<file path="src/rtl/sisc_pkg.sv">
// Shared types and sizing for the instruction fetch front end.
package sisc_pkg;

    localparam int unsigned PC_W        = 16;
    localparam int unsigned IR_W        = 32;
    localparam int unsigned TIMEOUT_DEF = 15;

    typedef enum logic [1:0] {
        IDLE,
        REQ,
        DONE,
        HALTED
    } fetch_state_t;

endpackage

</file>
<file path="src/rtl/pc_fetch_pc_reg.sv">
// Program counter with a one-entry pending target for branches resolved mid-fetch.
module pc_reg
    import sisc_pkg::*;
(
    input  logic            clk,
    input  logic            rst,
    input  logic [PC_W-1:0] br_addr,
    input  logic            br_taken,
    input  logic            load,
    input  logic            capture,
    input  logic            flush,
    output logic [PC_W-1:0] pc,
    output logic [PC_W-1:0] pc_inc,
    output logic            changing
);

    logic [PC_W-1:0] target;
    logic [PC_W-1:0] pend;
    logic            pend_valid;
    logic [PC_W-1:0] pc_nxt;

    assign pc_inc = pc + PC_W'(1);
    assign target = br_taken ? br_addr : pc_inc;

    // A direct write on the flush cycle beats the pending target.
    always_comb begin
        pc_nxt = pc;
        if (load)
            pc_nxt = target;
        else if (flush && pend_valid)
            pc_nxt = pend;
    end

    assign changing = (pc_nxt != pc);

    always_ff @(posedge clk or posedge rst) begin
        if (rst) begin
            pc         <= '0;
            pend       <= '0;
            pend_valid <= 1'b0;
        end else begin
            pc <= pc_nxt;
            if (capture) begin
                pend       <= target;
                pend_valid <= 1'b1;
            end else if (flush) begin
                pend_valid <= 1'b0;
            end
        end
    end

endmodule

</file>
<file path="src/rtl/pc_fetch.sv">
// Instruction fetch control: PC sequencing, memory handshake with timeout, IR capture.
module pc_fetch
    import sisc_pkg::*;
#(
    parameter int unsigned TIMEOUT = TIMEOUT_DEF
) (
    input  logic            clk,
    input  logic            rst,
    input  logic [PC_W-1:0] br_addr,
    input  logic            br_taken,
    input  logic            pc_write,
    input  logic            fetch_en,
    input  logic            halt,
    input  logic            imem_ack,
    input  logic [IR_W-1:0] imem_data,
    output logic            imem_req,
    output logic [PC_W-1:0] imem_addr,
    output logic [PC_W-1:0] pc,
    output logic [PC_W-1:0] pc_inc,
    output logic [IR_W-1:0] ir,
    output logic            ir_valid,
    output logic            fetch_err
);

    fetch_state_t state;
    logic [3:0]   wait_cnt;
    logic         halt_seen;
    logic         pc_load;
    logic         pc_capture;
    logic         pc_flush;
    logic         pc_changing;

    assign pc_load    = pc_write && (state == IDLE || state == DONE);
    assign pc_capture = pc_write && (state == REQ);
    assign pc_flush   = (state == DONE);
    assign imem_addr  = pc;

    pc_reg u_pc_reg (
        .clk      (clk),
        .rst      (rst),
        .br_addr  (br_addr),
        .br_taken (br_taken),
        .load     (pc_load),
        .capture  (pc_capture),
        .flush    (pc_flush),
        .pc       (pc),
        .pc_inc   (pc_inc),
        .changing (pc_changing)
    );

    always_ff @(posedge clk or posedge rst) begin
        if (rst) begin
            state     <= IDLE;
            wait_cnt  <= '0;
            halt_seen <= 1'b0;
            imem_req  <= 1'b0;
            ir        <= '0;
            ir_valid  <= 1'b0;
            fetch_err <= 1'b0;
        end else begin
            if (pc_changing)
                ir_valid <= 1'b0;
            case (state)
                IDLE: begin
                    halt_seen <= 1'b0;
                    wait_cnt  <= '0;
                    if (halt) begin
                        state <= HALTED;
                    end else if (fetch_en) begin
                        state    <= REQ;
                        imem_req <= 1'b1;
                        ir_valid <= 1'b0;
                    end
                end
                REQ: begin
                    if (halt)
                        halt_seen <= 1'b1;
                    if (imem_ack) begin
                        ir       <= imem_data;
                        ir_valid <= 1'b1;
                        imem_req <= 1'b0;
                        wait_cnt <= '0;
                        state    <= DONE;
                    end else if (wait_cnt == 4'(TIMEOUT)) begin
                        // Counter reaching TIMEOUT means TIMEOUT+1 cycles without ack.
                        fetch_err <= 1'b1;
                        imem_req  <= 1'b0;
                        state     <= HALTED;
                    end else begin
                        wait_cnt <= wait_cnt + 4'd1;
                    end
                end
                DONE: begin
                    state <= (halt_seen || halt) ? HALTED : IDLE;
                end
                HALTED: begin
                    imem_req <= 1'b0;
                    state    <= HALTED;
                end
                default: state <= IDLE;
            endcase
        end
    end

endmodule

</file>
<file path="config.mk">
export PLATFORM = sky130hd
export DESIGN_NAME = pc_fetch
export DESIGN_NICKNAME = d
export VERILOG_FILES = /design/src/rtl/sisc_pkg.sv /design/src/rtl/pc_fetch_pc_reg.sv /design/src/rtl/pc_fetch.sv
export SDC_FILE = /design/constraint.sdc
export NUM_CORES = 1
export LEC_CHECK = 0
export CORE_AREA = 2 2 116 118
export DETAILED_ROUTE_END_ITERATION = 8
export DIE_AREA = 0 0 118 120
export DONT_BUFFER_PORTS = 1
export MAX_ROUTING_LAYER = met4
export PLACE_DENSITY = 0.49
export SLEW_MARGIN = 20
export SYNTH_ARGS = -nofsm -noshare
export SYNTH_HDL_FRONTEND = slang
export SYNTH_SLANG_ARGS = --single-unit
</file>
<file path="constraint.sdc">
create_clock -name clk -period 5.83 [get_ports clk]
set_input_delay 0.2915 -clock clk [delete_from_list [all_inputs] [get_ports clk]]
set_output_delay 0.2915 -clock clk [all_outputs]
set_load 0.005 [all_outputs]
</file>
==> impl_metrics.csv, run 1 <==
group,metric,value,unit
sta,max_slew_margin,30.9,%
place,gp_congestion,0.834,
power,peakVddDrop,241,uV
worst_setup_path,setup.worst_path.class,"flop to flop",
drt,drtPass1Iterations,5,
synthesis,syn_inst,464,
synthesis,async_flop_share,100,%
die,num_rows,42,
sta,finalCritPeriodShare,49.5,%
flow_run,maxCapViolations,0,
place,post-place-cells,596,
synthesis,synth_area,4430,um2
cts,hold_buffers,0,
power,power.density,446,nW/um2
finish,final_cell_count_no_fill,612,
sta,rsz0062_at_grt,"false",
synthesis,synth_area_leader_cell,"dfrtp_1",
drt,wl,11.8,mm
worst_setup_path,crit_fanout,24,
grt,grt_use_total,18.1,%
die,ioPinCount,138,
grt,grt_pass1_vias,3448,
synthesis,yosysMostFrequentCell,"dfrtp_1",
synthesis,yosys_register_bits,75,
drt,wl_per_cell,19.3,um
drt,drt.antenna.violating_nets,0,
synthesis,ys.warnings.count,0,
status,run_status,"finished clean",
synthesis,syn_area_per_cell,9.55,um2
worst_setup_path,start_kind,"flop",
power,finalPower,2.09,mW
finish,drive_gt1_share,15.4,%
synthesis,synth.top_cell.area_share,42.4,%
finish,largest_reg_flops,32,
cts,clk_pin_slew,70,ps
synthesis,synth_edf_count,0,
sta,period_needed,2890,ps
drt,drc,0,
finish,fillers,1341,
synthesis,synth_area_leaders,"dfrtp_1 (42%), mux2_2 (8.1%), nand2_1 (5.3%)",
cts,clockRootBuffer,"clkbuf_16",
cts,cts.sinks,75,
worst_setup_path,critPathCaptureType,"flop",
finish,num-nets-final,488,
sta,finalMaxSlewViolations,0,
synthesis,synth_commonest_cells,"dfrtp_1 (75), nand2_1 (62), o21ai_0 (35)",
power,p_leak,2.03,nW
worst_setup_path,arrival,3150,ps
sta,setup_viol,0,
sta,setup_tns,0,ps
drt,num_vias,3364,
grt,antenna_found_initial,0,
worst_setup_path,crit_required,6090,ps
sta,fmax,0.346,GHz
die,die-height,120,um
drt,drtIter0Drc,306,
grt,grt.overflow.total,0,
sta,tightest_slew,1030,ps
synthesis,synth_ff_type,"dfrtp_1",
sta,hold_viol,0,
synthesis,ys_types,72,
grt,grt_pass1_wl,19.1,mm
cts,h-tree-depth,3,
cts,clockBufferDepth,2,
die,die-area,14200,um2
die,core_area,13000,um2
cts,post_cts_buffers,0,
grt,grt_max_degree,76,
place,dp_hpwl,8.21,mm
place,place_area,4370,um2
synthesis,synth_nets,521,
sta,fin_worst_skew,11.2,ps
cts,cts_resized,0,
die,initial_core_util,34.1,%
cts,cts_tree,"yes",
place,port_buffers,0,
cts,cts_made_buffers,9,
min_path,hold_class,"primary input to flop",
die,die_w,118,um
finish,fin_area,4690,um2
finish,diodes,0,
finish,area_growth,5.82,%
cts,clk_latency,350,ps
sta,fin_hold_ws,87.3,ps
drt,vias_per_cell,5.50,
synthesis,synth-seq-area-share,42.4,%
-- per-layer routing --
layer / share of wire, % / track usage (%)
met1: 43 / 22.8
met2: 45 / 26.0
met3: 11 / 8.32
met4: 1.5 / 5.42
met5: 0 / -
-- through the flow --
step	util (%)	worst slack (ps)
floorplan	-	3630
global placement	33.7	3090
detailed placement	33.7	2940
CTS	36.1	2950
global route	36.1	2690
finish	36.1	2940
-- power breakdown --
| group | internal (mW) | leakage, nW | switching (mW) | total, mW |
|---|---|---|---|---|
| combinational | 0.239 | 0.928 | 0.261 | 0.500 |
| clock | 0.345 | 0.154 | 0.256 | 0.601 |
| sequential | 0.691 | 0.950 | 0.300 | 0.991 |
-- cell type report --
type	instances	area [um2]	area share [%]
multi-input combinational	330	2210	47.1
sequential	75	1880	40.0
clock buffer	9	225	4.80
tap	176	220	4.70
clock inverter	7	91.3	1.95
inverter	12	45.0	0.961
timing repair buffer	3	22.5	0.480
-- layout by cell type, fill, tap and decap left out, types with 8 or more instances in the layout --
cell type / count
a31oi_1: 8
mux2_2: 32
a21oi_1: 23
mux2i_1: 12
nor2_1: 22
nand2_1: 62
o22ai_1: 10
nand3_1: 10
nand2b_1: 11
dfrtp_1: 75
o21ai_0: 35
inv_1: 11
clkbuf_16: 9
xor2_1: 13
-- critical path: stages, from the launching register on --
cell and delay, ps:
dfrtp_1 770, nand2b_1 800, o22ai_1 190, or2_0 270
a2111oi_2 360, nand4_1 160, o31ai_2 240
-- worst paths after layout --
check / from / to / slack, ps / cells past startpoint
min in group asynchronous: rst / ir[29]$_DFFE_PP0P_ / 130 / 2
worst max register to register: state[0]$_DFFE_PP0P_ / ir_valid$_DFF_PP0_ / 2940 / 6
max in group asynchronous: rst / u_pc_reg.pc[14]$_DFF_PP0_ / 5100 / 2
worst max-delay path: state[0]$_DFFE_PP0P_ / ir_valid$_DFF_PP0_ / 2940 / 6
worst min-delay path: imem_data[26] / ir[26]$_DFFE_PP0P_ / 90 / 1
worst min register to register: u_pc_reg.pend[8]$_DFFE_PP0P_ / u_pc_reg.pend[8]$_DFFE_PP0P_ / 500 / 2
-- kinds of logic (layout without fill, tap and decap cells) --
logic type / count (synthesis) / after routing / share of synthesized area, %
adder cells (fa/ha/maj): 2 / 2 / 0.565
XOR/XNOR: 20 / 20 / 4.29
flip-flops: 75 / 75 / 42.4
AO/OA/AOI/OAI: 112 / 112 / 16.2
buffers and inverters: 59 / 31 / 7.82
multiplexers: 44 / 44 / 10.8
AND/OR/NAND/NOR: 152 / 152 / 18.0
Power figures use the tool's default switching activity.
==> run 2, diff against run 1 <==
--- a/config.mk
+++ b/config.mk
@@ -10,7 +10,7 @@
 export DIE_AREA = 0 0 118 120
 export DONT_BUFFER_PORTS = 1
 export MAX_ROUTING_LAYER = met4
-export PLACE_DENSITY = 0.49
+export PLACE_DENSITY = 0.51
 export SLEW_MARGIN = 20
 export SYNTH_ARGS = -nofsm -noshare
 export SYNTH_HDL_FRONTEND = slang
==> constraint.sdc (replaced) <==
create_clock -name clk -period 2.6 [get_ports clk]
set_input_delay 0.13 -clock clk [delete_from_list [all_inputs] [get_ports clk]]
set_output_delay 0.13 -clock clk [all_outputs]
set_load 0.005 [all_outputs]
==> run 2 against run 1 <==
  * Worst hold slack worse by 77 ps
  * First-iteration DRC count is 6.2% lower
  * Count of clock-buffer cells in the layout is 1 higher
  * Non-clock buffer count is 59 higher
  * Core utilization is 4.2 points higher
  * Maximum frequency up 20%
  * Clock skew is 4.1 ps lower
  * Design area rose by 12%
  * Sequential power rose by 120%
  * Critical path depth did not move
  * Sequential cell count did not move
  * Highest routed layer unchanged
==> impl_metrics.csv, run 2 (synthesized netlist as in run 1, its figures left out) <==
group,metric,value,unit
worst_setup_path,start_kind,"flop",
sta,setup_tns,0,ps
drt,wl_per_cell,18.5,um
die,num_rows,42,
power,power_frac_comb,27.8,%
cts,clockBufferDepth,2,
worst_setup_path,arrival,2660,ps
drt,drtPass1Iterations,4,
finish,diodes,0,
die,ioPinCount,138,
die,die-height,120,um
grt,grt_pass1_wl,19.9,mm
cts,clk_pin_slew,60,ps
power,power_frac_seq,45.2,%
grt,antenna_found_initial,0,
power,power.density,906,nW/um2
finish,area_growth,18.0,%
cts,h-tree-depth,3,
worst_setup_path,setup.worst_path.class,"flop to flop",
grt,grt_max_degree,45,
sta,hold_viol,0,
finish,multi_input_area,2210,um2
power,power.share.clock,26.9,%
sta,tightest_slew,657,ps
sta,period_needed,2400,ps
drt,wl,12.4,mm
sta,finalCritPeriodShare,92.5,%
place,port_buffers,0,
grt,grt_pass1_vias,3753,
power,switching_share,37.9,%
finish,fillers,1309,
cts,clk_latency,340,ps
finish,largest_reg_flops,32,
sta,max_slew_margin,56.1,%
die,core_area,13000,um2
finish,regArea,1880,um2
die,initial_core_util,34.1,%
cts,cts_made_buffers,9,
cts,cts.sinks,75,
power,p_int,2.94,mW
worst_setup_path,crit_required,2860,ps
drt,drc,0,
cts,cts_tree,"yes",
sta,setup_viol,0,
min_path,hold_class,"primary input to flop",
die,die_w,118,um
drt,drt.antenna.violating_nets,0,
die,die-area,14200,um2
finish,final_common_cell,"dfrtp_1",
power,peakVddDrop,609,uV
flow_run,maxCapViolations,0,
grt,grt.overflow.total,0,
power,p_leak,2.28,nW
grt,grt_use_total,18.9,%
finish,final_cell_mix,"dfrtp_1 (75), nand2_1 (62), dlygate4sd3_1 (41)",
sta,rsz0062_at_grt,"false",
place,dp_hpwl,8.85,mm
sta,finalMaxSlewViolations,0,
place,gp_congestion,0.878,
status,run_status,"finished clean",
cts,cts_resized,0,
finish,drive_gt1_share,17.0,%
drt,num_vias,3534,
sta,fmax,0.416,GHz
worst_setup_path,crit_fanout,11,
drt,vias_per_cell,5.27,
sta,fin_worst_skew,7.05,ps
worst_setup_path,critPathCaptureType,"flop",
finish,num-nets-final,547,
sta,fin_hold_ws,9.92,ps
drt,drtIter0Drc,287,
power,p_sw,1.80,mW
cts,clockRootBuffer,"clkbuf_16",
run 2: per-stage QoR:
step	area, um2	cells	utilization (%)	worst slack (ps)	total power, mW
floorplan	4430	464	-	485	3.23
global placement	4520	614	34.8	441	3.41
detailed placement	4520	614	34.8	386	3.44
CTS	5230	671	40.3	204	4.80
global route	5230	671	40.3	50.6	5.07
finish	5230	671	40.3	196	4.74
run 2: final cells by class:
cell class	instances	share of cell area [%]
sequential	75	35.9
tap	176	4.21
clock buffer	10	4.38
timing repair buffer	62	11.1
clock inverter	6	1.36
inverter	12	0.861
multi-input combinational	330	42.2
run 2: timing repair:
item                                   in CTS  in global routing
hold buffers                               41                  0
setup buffers                               0                  0
setup endpoints to repair                   0                  0
endpoints found under the hold margin      72                  0
run 2: worst paths after layout:
| check | to | slack (ps) | depth (start not counted) | from |
|---|---|---|---|---|
| max in group asynchronous | u_pc_reg.pend[0]$_DFFE_PP0P_ | 1560 | 3 | rst |
| worst max register to register | u_pc_reg.pend[8]$_DFFE_PP0P_ | 200 | 6 | u_pc_reg.pc[2]$_DFF_PP0_ |
| worst min register to register | fetch_err$_DFFE_PP0P_ | 510 | 1 | fetch_err$_DFFE_PP0P_ |
| worst max-delay path | u_pc_reg.pend[8]$_DFFE_PP0P_ | 200 | 6 | u_pc_reg.pc[2]$_DFF_PP0_ |
| worst min-delay path | u_pc_reg.pend[14]$_DFFE_PP0P_ | 10 | 2 | br_addr[14] |
| min in group asynchronous | ir[26]$_DFFE_PP0P_ | 360 | 2 | rst |
run 2: power by group through the flow:
stage | sequential [mW] | combinational, mW | clock (mW)
2_1_floorplan | 1.93 | 1.31 | 0
3_3_place_gp | 2.16 | 1.25 | 0
3_5_place_dp | 2.16 | 1.27 | 0
4_1_cts | 2.15 | 1.34 | 1.32
5_1_grt | 2.23 | 1.48 | 1.36
6_report | 2.14 | 1.32 | 1.28
run 2: layer usage:
metal | vias up | share of wire (%) | GRT usage (%)
met2 | 124 | 47 | 29.3
met5 | - | 0 | -
met4 | 0 | 1.5 | 6.17
li1 | 1693 | - | -
met1 | 1705 | 42 | 22.2
met3 | 12 | 9.4 | 8.27
run 2: critical path, cell delays in order (launching register included):
cell and delay, ps:
dfrtp_1 650, nand4_4 220, or3_2 530, a21oi_1 160
a21oi_1 50, dlygate4sd3_1 540, o21ai_0 150
==> run 3, diff against run 2 <==
--- a/config.mk
+++ b/config.mk
@@ -10,7 +10,7 @@
 export DIE_AREA = 0 0 118 120
 export DONT_BUFFER_PORTS = 1
 export MAX_ROUTING_LAYER = met4
-export PLACE_DENSITY = 0.51
+export PLACE_DENSITY = 0.49
 export SLEW_MARGIN = 20
 export SYNTH_ARGS = -nofsm -noshare
 export SYNTH_HDL_FRONTEND = slang
==> constraint.sdc (replaced) <==
create_clock -name clk -period 2.45 [get_ports clk]
set_input_delay 0.1225 -clock clk [delete_from_list [all_inputs] [get_ports clk]]
set_output_delay 0.1225 -clock clk [all_outputs]
set_load 0.005 [all_outputs]
==> run 3 against run 2 <==
  * Sequential cell count unchanged
  * Count of clock-buffer cells in the layout down 1
  * Die area unchanged
  * Clock power up 5%
  * Sequential power up 3%
  * Combinational power up 26%
  * Register-to-register slack worse by 40 ps
  * Sequential share of layout area down 0.77 points
  * Design area up 2.3%
  * Cell count up 2.1%
==> impl_metrics.csv, run 3 (synthesized netlist as in run 1, its figures left out) <==
group,metric,value,unit
cts,clockRootBuffer,"clkbuf_16",
drt,drtPass1Iterations,4,
worst_setup_path,worst_r2r_path_depth,7,
sta,setup_viol,0,
finish,drive_gt1_share,19.8,%
worst_setup_path,startpoint,"u_pc_reg.pc[0]$_DFF_PP0_",
worst_setup_path,crit_path_frequent_cell,"a21oi_1",
finish,final_common_cell,"dfrtp_1",
sta,tightest_slew,931,ps
worst_setup_path,crit_end,"u_pc_reg.pend[8]$_DFFE_PP0P_",
finish,final_cell_mix,"dfrtp_1 (74), nand2_1 (62), dlygate4sd3_1 (41)",
drt,vias_per_cell,5.30,
worst_setup_path,crit_fanout,6,
flow_run,maxCapViolations,0,
worst_setup_path,reg2reg_from,"u_pc_reg.pc[0]$_DFF_PP0_",
worst_setup_path,r2r_slack,160,ps
sta,fin_ws,160,ps
place,dp_hpwl,9.05,mm
min_path,hold_class,"primary input to flop",
status,run_status,"finished clean",
sta,finalCritPeriodShare,93.5,%
sta,fin_hold_ws,14.2,ps
sta,finalMaxSlewViolations,0,
power,finalPower,5.21,mW
drt,num_vias,3629,
power,power.density,974,nW/um2
place,gp_congestion,0.930,
finish,fillers,1290,
cts,cts_made_buffers,9,
drt,wl_per_cell,18.6,um
power,peakVddDrop,415,uV
die,initial_core_util,34.1,%
worst_setup_path,setup.worst_path.class,"flop to flop",
worst_setup_path,crit_required,2710,ps
worst_setup_path,r2r_end,"u_pc_reg.pend[8]$_DFFE_PP0P_",
grt,antenna_found_initial,0,
sta,setup_tns,0,ps
die,num_rows,42,
die,die_w,118,um
drt,drtIter0Drc,239,
die,die-height,120,um
worst_setup_path,crit_chain,"ha_4 -> nand4_4 -> or3_2 -> a21oi_1 -> a21oi_1 -> dlygate4sd3_1 -> o21ai_0",
worst_setup_path,critPathCaptureType,"flop",
grt,grt_max_degree,51,
die,die-area,14200,um2
die,core_area,13000,um2
finish,num-nets-final,561,
worst_setup_path,arrival,2550,ps
drt,wl,12.8,mm
cts,clk_latency,340,ps
cts,clk_pin_slew,60,ps
finish,largest_reg_flops,32,
place,port_buffers,0,
place,preCtsSetupSlack,306,ps
min_path,hp-start,"br_taken",
worst_setup_path,crit_family,"simple AND/OR/NAND/NOR gates",
sta,rsz0062_at_grt,"false",
grt,grt_pass1_wl,20.7,mm
drt,drc,0,
min_path,min_path_cells,2,
worst_setup_path,cpPeakStageDelay,550,ps
grt,grt_use_total,19.4,%
worst_setup_path,start_kind,"flop",
worst_setup_path,crit_cells,7,
sta,fmax,0.437,GHz
cts,cts_tree,"yes",
finish,area_growth,20.7,%
sta,hold_viol,0,
cts,h-tree-depth,3,
grt,grt_pass1_vias,3797,
sta,period_needed,2290,ps
drt,drt.antenna.violating_nets,0,
worst_setup_path,crit_slowest_cell,"dlygate4sd3_1",
cts,clockBufferDepth,2,
finish,diodes,0,
power,p_leak,2.36,nW
sta,max_slew_margin,37.8,%
cts,cts.sinks,75,
die,ioPinCount,138,
cts,post_cts_buffers,0,
sta,fin_worst_skew,9.81,ps
grt,grt.overflow.total,0,
worst_setup_path,cp.buffers_inverters,1,
## run 3: cell type report
| class | count | area [um2] | area share, % |
|---|---|---|---|
| sequential | 75 | 1880 | 35.1 |
| clock buffer | 9 | 225 | 4.21 |
| multi-input combinational | 330 | 2220 | 41.5 |
| timing repair buffer | 76 | 686 | 12.8 |
| inverter | 12 | 45.0 | 0.842 |
| tap | 176 | 220 | 4.12 |
| clock inverter | 7 | 75.1 | 1.40 |
## run 3: how the worst min path moves through the flow
stage | to | slack [ps]
finish | u_pc_reg.pend[0]$_DFFE_PP0P_ | 10
CTS | u_pc_reg.pend[0]$_DFFE_PP0P_ | 1
floorplan | ir[0]$_DFFE_PP0P_ | 270
detailed placement | ir[30]$_DFFE_PP0P_ | 80
global placement | ir[30]$_DFFE_PP0P_ | 70
global route | u_pc_reg.pc[14]$_DFF_PP0_ | 10
## run 3: worst reg2reg max path, stage by stage, from the launching register on
cell and delay (ps):
dfrtp_1 400, ha_4 200, nand4_4 170, or3_2 530
a21oi_1 180, a21oi_1 50, dlygate4sd3_1 550, o21ai_0 130
## run 3: per-layer routing
| layer | GRT usage, % | up-vias | routed length [um] | part of all wire, % |
|---|---|---|---|---|
| li1 | - | 1723 | - | - |
| met5 | - | - | 0 | 0 |
| met1 | 23.7 | 1776 | 5430 | 43 |
| met4 | 6.85 | 0 | 223 | 1.7 |
| met3 | 5.85 | 14 | 945 | 7.4 |
| met2 | 30.7 | 116 | 6150 | 48 |
## run 3: report_power, final
group	internal (mW)	leakage [nW]	switching (mW)
registers	1.65	0.949	0.560
clock network	0.795	0.150	0.547
logic	0.809	1.26	0.848
total	3.26	2.36	1.95
## run 3: stage by stage
stage / util [%] / area (um2) / cells
6_report: 41.2 / 5350 / 685
2_1_floorplan: - / 4430 / 464
3_3_place_gp: 35.6 / 4620 / 628
3_5_place_dp: 35.6 / 4620 / 628
5_1_grt: 41.2 / 5350 / 685
4_1_cts: 41.1 / 5340 / 685
## run 3: repair_timing
action / 4_1_cts / 5_1_grt
resized for setup: 0 / 3
hold buffers: 41 / 0
endpoints found under the hold margin: 66 / 0
endpoints found under the setup margin: 0 / 2
